### config.mk
export PLATFORM = sky130hd
export DESIGN_NAME = acc_collector
export DESIGN_NICKNAME = d
export VERILOG_FILES = /design/src/rtl/acc_collector.sv
export SDC_FILE = /design/constraint.sdc
export NUM_CORES = 1
export LEC_CHECK = 0
export ABC_CLOCK_PERIOD_IN_PS = 3500
export CORE_MARGIN = 1
export CORE_UTILIZATION = 40
export CTS_CLUSTER_SIZE = 8
export DETAILED_ROUTE_END_ITERATION = 10
export GPL_TIMING_DRIVEN = 0
export PLACE_DENSITY_LB_ADDON = 0.08
export SYNTH_ARGS = -nofsm -noshare
export SYNTH_HDL_FRONTEND = slang
export SYNTH_SLANG_ARGS = --single-unit
### constraint.sdc
create_clock -name CLK -period 3.5 [get_ports CLK]
set_clock_uncertainty 0.1 [all_clocks]
set_input_delay 0.525 -clock CLK [delete_from_list [all_inputs] [get_ports CLK]]
set_output_delay 0.525 -clock CLK [all_outputs]
set_load 0.05 [all_outputs]
### src/rtl/acc_collector.sv
// Lane-wise burst accumulator: sums LEN beats of ACC_DATA; result valid 1 cycle after last beat, held until OUT_READY.
// IN_READY only in ACCUM, drops once the burst completes. ACC_COLLECTOR_SAT_EN selects signed saturating lane adds.
module acc_collector #(
  parameter int DATA_W = 32,
  parameter int LANES  = 2,
  parameter int LEN_W  = 8
) (
  input  logic                      CLK,
  input  logic                      RST_N,
  input  logic                      START,
  input  logic [LEN_W-1:0]          LEN,
  input  logic                      ABORT,
  input  logic                      IN_VALID,
  output logic                      IN_READY,
  input  logic [LANES*DATA_W-1:0]   ACC_DATA,
  output logic                      OUT_VALID,
  input  logic                      OUT_READY,
  output logic [LANES*DATA_W-1:0]   RESULT,
  output logic [LEN_W-1:0]          BEAT_CNT,
  output logic                      BUSY
);

  typedef enum logic [1:0] {
    S_IDLE  = 2'd0,
    S_ACCUM = 2'd1,
    S_HOLD  = 2'd2
  } state_t;

  state_t                    state_q;
  state_t                    state_nxt;
  logic [DATA_W-1:0]         acc_q   [LANES];
  logic [DATA_W-1:0]         sum_nxt [LANES];
  logic [LANES*DATA_W-1:0]   sum_flat;
  logic [LANES*DATA_W-1:0]   result_q;
  logic [LEN_W-1:0]          beat_cnt_q;
  logic [LEN_W-1:0]          cnt_inc;
  logic [LEN_W-1:0]          len_q;
  logic                      start_ok;
  logic                      beat;
  logic                      last_beat;

  function automatic logic [DATA_W-1:0] lane_add(input logic [DATA_W-1:0] a,
                                                 input logic [DATA_W-1:0] b);
    logic [DATA_W-1:0] s;
    s = a + b;
`ifdef ACC_COLLECTOR_SAT_EN
    // Same-sign operands producing an opposite-sign sum means signed overflow.
    if ((a[DATA_W-1] == b[DATA_W-1]) && (s[DATA_W-1] != a[DATA_W-1])) begin
      s = a[DATA_W-1] ? {1'b1, {(DATA_W-1){1'b0}}} : {1'b0, {(DATA_W-1){1'b1}}};
    end
`endif
    return s;
  endfunction

  // Handshake signals decode straight from the state register, so they are glitch-free and reset with it.
  assign IN_READY  = (state_q == S_ACCUM);
  assign OUT_VALID = (state_q == S_HOLD);
  assign BUSY      = (state_q != S_IDLE);
  assign RESULT    = result_q;
  assign BEAT_CNT  = beat_cnt_q;

  assign start_ok  = START && (LEN != '0);
  assign beat      = IN_VALID && IN_READY && !ABORT;
  assign cnt_inc   = beat_cnt_q + 1'b1;
  assign last_beat = beat && (cnt_inc == len_q);

  always_comb begin
    sum_flat = '0;
    for (int i = 0; i < LANES; i++) begin
      sum_nxt[i] = lane_add(acc_q[i], ACC_DATA[i*DATA_W +: DATA_W]);
      sum_flat[i*DATA_W +: DATA_W] = sum_nxt[i];
    end
  end

  always_comb begin
    state_nxt = state_q;
    if (ABORT) begin
      state_nxt = S_IDLE;
    end else begin
      case (state_q)
        S_IDLE:  if (start_ok)  state_nxt = S_ACCUM;
        S_ACCUM: if (last_beat) state_nxt = S_HOLD;
        S_HOLD:  if (OUT_READY) state_nxt = S_IDLE;
        default:                state_nxt = S_IDLE;
      endcase
    end
  end

  always_ff @(posedge CLK or negedge RST_N) begin
    if (!RST_N) begin
      state_q <= S_IDLE;
    end else begin
      state_q <= state_nxt;
    end
  end

  always_ff @(posedge CLK or negedge RST_N) begin
    if (!RST_N) begin
      for (int i = 0; i < LANES; i++) acc_q[i] <= '0;
      result_q   <= '0;
      beat_cnt_q <= '0;
      len_q      <= '0;
    end else if (ABORT) begin
      // RESULT deliberately survives an abort; only the in-flight burst is dropped.
      for (int i = 0; i < LANES; i++) acc_q[i] <= '0;
      beat_cnt_q <= '0;
    end else begin
      case (state_q)
        S_IDLE: begin
          if (start_ok) begin
            len_q      <= LEN;
            beat_cnt_q <= '0;
            for (int i = 0; i < LANES; i++) acc_q[i] <= '0;
          end
        end
        S_ACCUM: begin
          if (beat) begin
            for (int i = 0; i < LANES; i++) acc_q[i] <= sum_nxt[i];
            beat_cnt_q <= cnt_inc;
            if (last_beat) result_q <= sum_flat;
          end
        end
        default: ;
      endcase
    end
  end

endmodule

Word-level counts from Yosys, hierarchy flattened
Index checks and enable logic that the tools add are counted.
Widths: inputs -> output; s select.
Storage, ports and cells
  register bits after elaboration: 146
  bits of input ports: 78
  output and inout port bits: 75
  word-level logic and storage cells: 43
Operators by class
  $add $sub $neg: 3
  equal/unequal tests: 7
  mux-type cells: 13
  bitwise operators: 1
  reduce and logical (&&, ||, !) cells: 13
Operator list (number)
  $mux 64: 3
  $pmux 64 s2: 1
  $add 32x32->32: 2
  $mux 8: 3
  $pmux 8 s2: 1
  $ne 3x2->1 const B: 3
  $reduce_and 3->1: 3
  $add 8x1->8 const B: 1
  $eq 8x8->1: 1
  $mux 2: 4
  $reduce_bool 8->1: 1
  $pmux 2 s3: 1
  $logic_and 1x1->1: 4
  $reduce_and 4->1: 1
  $ne 3x3->1 const B: 1
  $reduce_bool 3->1: 1
  $eq 2x1->1 const B: 1
  $eq 2x2->1 const B: 1
  $logic_not 2->1: 1
  $reduce_bool 2->1: 1
  $logic_not 1->1: 1
  $not 1->1: 1

Logic depth before layout (Yosys ltp)
  word-level depth: 7
  gate-level depth with buffers: 11
  depth with buffers taken out: 11

Least setup slack after synthesis
OpenSTA, ideal clock, no wires.
  kind: input-to-reg
  start point: in ACC_DATA[0]
  end point: reg result_q[24], in the netlist RESULT[24]
  library setup time: 0.125 ns
  arrival: 2.857 ns
  data required time: 3.275 ns
  path slack: 0.418 ns
  cell stages on the path: 11
  path buffers: 0
  path through: ha_1 fa_1 a21o_1 a21o_2 a211o_1 a21oi_2 o21ai_2 a311o_1 a21oi_2 xnor2_1 mux2_2
Between the ends
  word-level cells in the longest chain between the ends: 1
Ends and longest elaborated chain
  start: declaration: RTL line 15  | input logic [LANES*DATA_W-1:0] ACC_DATA,
  $add 32x32->32: RTL line 45  | s = a + b;
  end signal: assignment: RTL line 120  | if (last_beat) result_q <= sum_flat;
  end: declaration: RTL line 34  | logic [LANES*DATA_W-1:0] result_q;
No other way between the ends.
A chain may end at the register's enable or synchronous reset.

Worst setup path in the final report
Ends and elaborated chain as after synthesis.

==> results.json <==
{
  "tritoncts": "done",
  "netlist.area_leader.share": 0.414,
  "routabilityCongestion": 0.907,
  "sequentialPowerShare": 0.373,
  "drc": 0,
  "max_clock_freq_mhz": 298,
  "wl_mm": 24.4,
  "setup.worst_path.start_class": "input pin",
  "violations_in_the_final_reports": "hold timing",
  "synth_area_leaders": "sky130_fd_sc_hd__dfrtp_1 (41%), sky130_fd_sc_hd__ha_1 (8.9%), sky130_fd_sc_hd__o21ai_0 (7.4%), sky130_fd_sc_hd__nand2_1 (6.1%), sky130_fd_sc_hd__xnor2_1 (4.3%)",
  "synthesis.area_sq_um": 8830,
  "total_of_endpoints_with_negative_setup_slack_in_the_final_report": 0,
  "detail-route-antenna-nets": 0,
  "via_count_of_the_first_global_routing_pass": 7273,
  "fin_nets": 1259,
  "postLayoutSetupSlackWorst_ps": 140,
  "grt_overflow": 0,
  "instances_no_fill": 1403,
  "ios": 153,
  "initialDrtViolationCount": 474,
  "mappedNetlistNets": 1085,
  "netlist.top_cell.by_area": "sky130_fd_sc_hd__dfrtp_1",
  "async_flop_share": 1.00,
  "fin_worst_hold_slack_ps": -12.4,
  "critical-path-max-stage-delay_ps": 450,
  "hold_violations": 4,
  "worstPathBufferInverterCount": 1,
  "comb_power_share": 0.234,
  "dieArea_sq_um": 22700,
  "initial_core_util": 0.414,
  "timing_worst_slew_pin_value_ps": 1040,
  "postSynthAreaPerCell_sq_um": 9.37,
  "antennaDiodeCount": 0,
  "h-tree-depth": 4,
  "cpMostUsedCell": "sky130_fd_sc_hd__a21oi_2",
  "die_width_um": 151,
  "io_buffers": 151,
  "pin_count_of_the_biggest_net_entering_global_routing": 84,
  "p_r_area_growth_vs_syn_pct": 29.3,
  "cp_data_required_time_ps": 3710,
  "synth_warnings": 0,
  "leakage_nw": 5.22,
  "synthFlopType": "sky130_fd_sc_hd__dfrtp_1",
  "post_synth_most_frequent_cells": "sky130_fd_sc_hd__dfrtp_1 (146), sky130_fd_sc_hd__nand2_1 (144), sky130_fd_sc_hd__o21ai_0 (130), sky130_fd_sc_hd__a21oi_1 (72), sky130_fd_sc_hd__ha_1 (63)",
  "critical_path_top_delay_cell": "sky130_fd_sc_hd__clkdlybuf4s50_1",
  "power_switching_share": 0.298,
  "max_vdd_drop_mv": 0.292,
  "num_rows": 53,
  "critical_path_arrival_ps": 3570,
  "reg2regPathDepth": 12,
  "critical_path_peak_fanout": 5,
  "outcome": "finished with violations",
  "clock_power_share": 0.393,
  "endpoint_kind": "register",
  "place.detailed.hpwl_mm": 18.3,
  "number_of_enable_type_register_cells_in_the_synthesized_netlist": 0,
  "postSynthRegisterBits": 146,
  "fin_crit_sh": 0.960,
  "drtPass1Iterations": 5,
  "final_period_minus_worst_setup_slack_ps": 3360,
  "clock_root_buffer": "sky130_fd_sc_hd__clkbuf_16",
  "via_count": 7521,
  "critical_path_type": "in -> reg",
  "core_area_sq_um": 21400,
  "place_inst": 1369,
  "mapped_cells": 942,
  "timing.hold.worst.class": "in -> async",
  "globalRouteTotalUtil": 0.223,
  "timing_max_transition_violations_final": 0,
  "die_h_um": 151,
  "tritoncts_num_sinks": 146,
  "synth.most_common_cell": "sky130_fd_sc_hd__dfrtp_1",
  "p_per_area_nw_per_um2": 435,
  "rsz_0062_raised_after_global_routing": "no",
  "internal_power_mw": 3.49,
  "holdBufCountCts": 0,
  "routedWlPerCell_um": 17.4,
  "max-clock-path-buffers": 2,
  "timing.critical_path.max_delay_family": "compound AO/OA/AOI/OAI gates",
  "tritoncts.num_buffers": 17,
  "worst_setup_hold_path_clk_slew_ps": 60,
  "crit_cells": 12,
  "total_switching_power_mw": 1.48,
  "crit_path_cell_trace": "clkdlybuf4s50_1 > ha_1 > fa_2 > a21o_1 > a21o_2 > a211o_1 > a21oi_2 > o21ai_4 > a311o_1 > a21oi_2 > xnor2_1 > mux2_2",
  "fraction_of_layout_cells_with_a_size_suffix_above_1": 0.0895,
  "viasPerCell": 5.36,
  "synth.distinct_cells": 68,
  "pre_cts_slack_ps": -728,
  "sequential_to_total_area_share_from_yosys_stat": 0.414,
  "setup_total_negative_slack_ps": 0,
  "relative_slew_slack": 0.304,
  "grt_antenna_before_repair": 1,
  "grt_first_pass_wirelength_mm": 38.6,
  "max_cap_violations": 0,
  "clock_insertion_delay_worst_skew_ps": 420
}
cells in the final DEF, fill, tap and decap left out, types with 5 or more instances in the layout:
cell	count
sky130_fd_sc_hd__a211oi_1	6
sky130_fd_sc_hd__a21o_1	27
sky130_fd_sc_hd__a21oi_1	70
sky130_fd_sc_hd__a22o_1	13
sky130_fd_sc_hd__a31oi_1	7
sky130_fd_sc_hd__and3_1	14
sky130_fd_sc_hd__buf_6	5
sky130_fd_sc_hd__clkbuf_1	27
sky130_fd_sc_hd__clkbuf_16	17
sky130_fd_sc_hd__clkdlybuf4s50_1	150
sky130_fd_sc_hd__clkinv_2	5
sky130_fd_sc_hd__dfrtp_1	146
sky130_fd_sc_hd__ha_1	63
sky130_fd_sc_hd__inv_1	16
sky130_fd_sc_hd__mux2_2	29
sky130_fd_sc_hd__nand2_1	144
sky130_fd_sc_hd__nand2b_1	6
sky130_fd_sc_hd__nand3_1	16
sky130_fd_sc_hd__nand4_1	6
sky130_fd_sc_hd__nor2_1	32
sky130_fd_sc_hd__nor2b_1	6
sky130_fd_sc_hd__nor3_1	7
sky130_fd_sc_hd__o21ai_0	128
sky130_fd_sc_hd__o21bai_1	8
sky130_fd_sc_hd__o31ai_1	16
sky130_fd_sc_hd__xnor2_1	43
sky130_fd_sc_hd__xor2_1	26
per-stage QoR:
stage           util  cell area [sq um]  total power, mW  hold slack (ps)
2_1_floorplan      -               8830             2.63              129
3_3_place_gp   0.500              10700             3.02              361
3_5_place_dp   0.502              10700             3.03              370
4_1_cts        0.531              11300             4.99             2.29
5_1_grt        0.535              11400             5.20             31.3
6_report       0.535              11400             4.97            -12.4
per-layer routing:
| metal | share of wire | GRT usage | routed length [um] | vias to the layer above |
|---|---|---|---|---|
| li1 | - | - | - | 3763 |
| met1 | 0.51 | 0.324 | 12300 | 3570 |
| met2 | 0.43 | 0.335 | 10500 | 173 |
| met3 | 0.055 | 0.0561 | 1330 | 15 |
| met4 | 0.0077 | 0.0430 | 187 | 0 |
| met5 | 0 | 0 | 0 | - |
registers in the layout, summed over array words and instances (netlist names):
register  count
BEAT_CNT      8
state_q       2
len_q         8
acc_q        64
RESULT       64
worst paths after layout:
kind,end,slack (ps),start
worst min-delay path,RESULT[15],-10,RST_N
worst max-delay path,RESULT[24],140,ACC_DATA[0]
max in group asynchronous,acc_q[55],2450,RST_N
worst min register to register,RESULT[47],370,RESULT[47]
min in group CLK,state_q[1],330,ABORT
worst max register to register,RESULT[60],340,acc_q[0]
power by group through the flow:
stage / Clock [mW] / Sequential [mW] / Combinational (mW)
2_1_floorplan: 0 / 2.00 / 0.637
3_3_place_gp: 0 / 1.88 / 1.14
3_5_place_dp: 0 / 1.89 / 1.15
4_1_cts: 1.98 / 1.86 / 1.15
5_1_grt: 2.06 / 1.87 / 1.28
6_report: 1.95 / 1.85 / 1.16
worst reg2reg max path: stages (launching register included):
cell and delay (ps):
sky130_fd_sc_hd__dfrtp_1 380, sky130_fd_sc_hd__ha_1 220, sky130_fd_sc_hd__fa_1 430, sky130_fd_sc_hd__a211oi_1 240, sky130_fd_sc_hd__o21bai_1 130, sky130_fd_sc_hd__a21oi_2 220, sky130_fd_sc_hd__o21ai_2 160, sky130_fd_sc_hd__a32oi_2 290
sky130_fd_sc_hd__buf_4 160, sky130_fd_sc_hd__o21ai_0 120, sky130_fd_sc_hd__a21oi_1 210, sky130_fd_sc_hd__xnor2_1 110, sky130_fd_sc_hd__mux2_2 260
area by class of cell:
type	count	area [sq um]
multi-input combinational	743	4980
timing repair buffer	155	1560
fill	2038	9940
sequential	146	3650
clock inverter	11	160
clock buffer	20	457
inverter	16	60.1
buffer	37	198
tap	275	344
kinds of logic after synthesis:
| logic type | after synthesis | share of synthesized area |
|---|---|---|
| fa+ha+maj | 65 | 0.0938 |
| flops | 146 | 0.414 |
| xor+xnor | 70 | 0.0711 |
| simple gates | 256 | 0.131 |
| compound gates | 319 | 0.220 |
| mux | 33 | 0.0415 |
| buf+inv | 53 | 0.0290 |
timing repair:
action / CTS / global route
pin swaps: 0 / 7
endpoints found under the setup margin: 8 / 34
setup buffers: 0 / 3
resized for setup: 3 / 13
(Power assumes the default switching activity.)
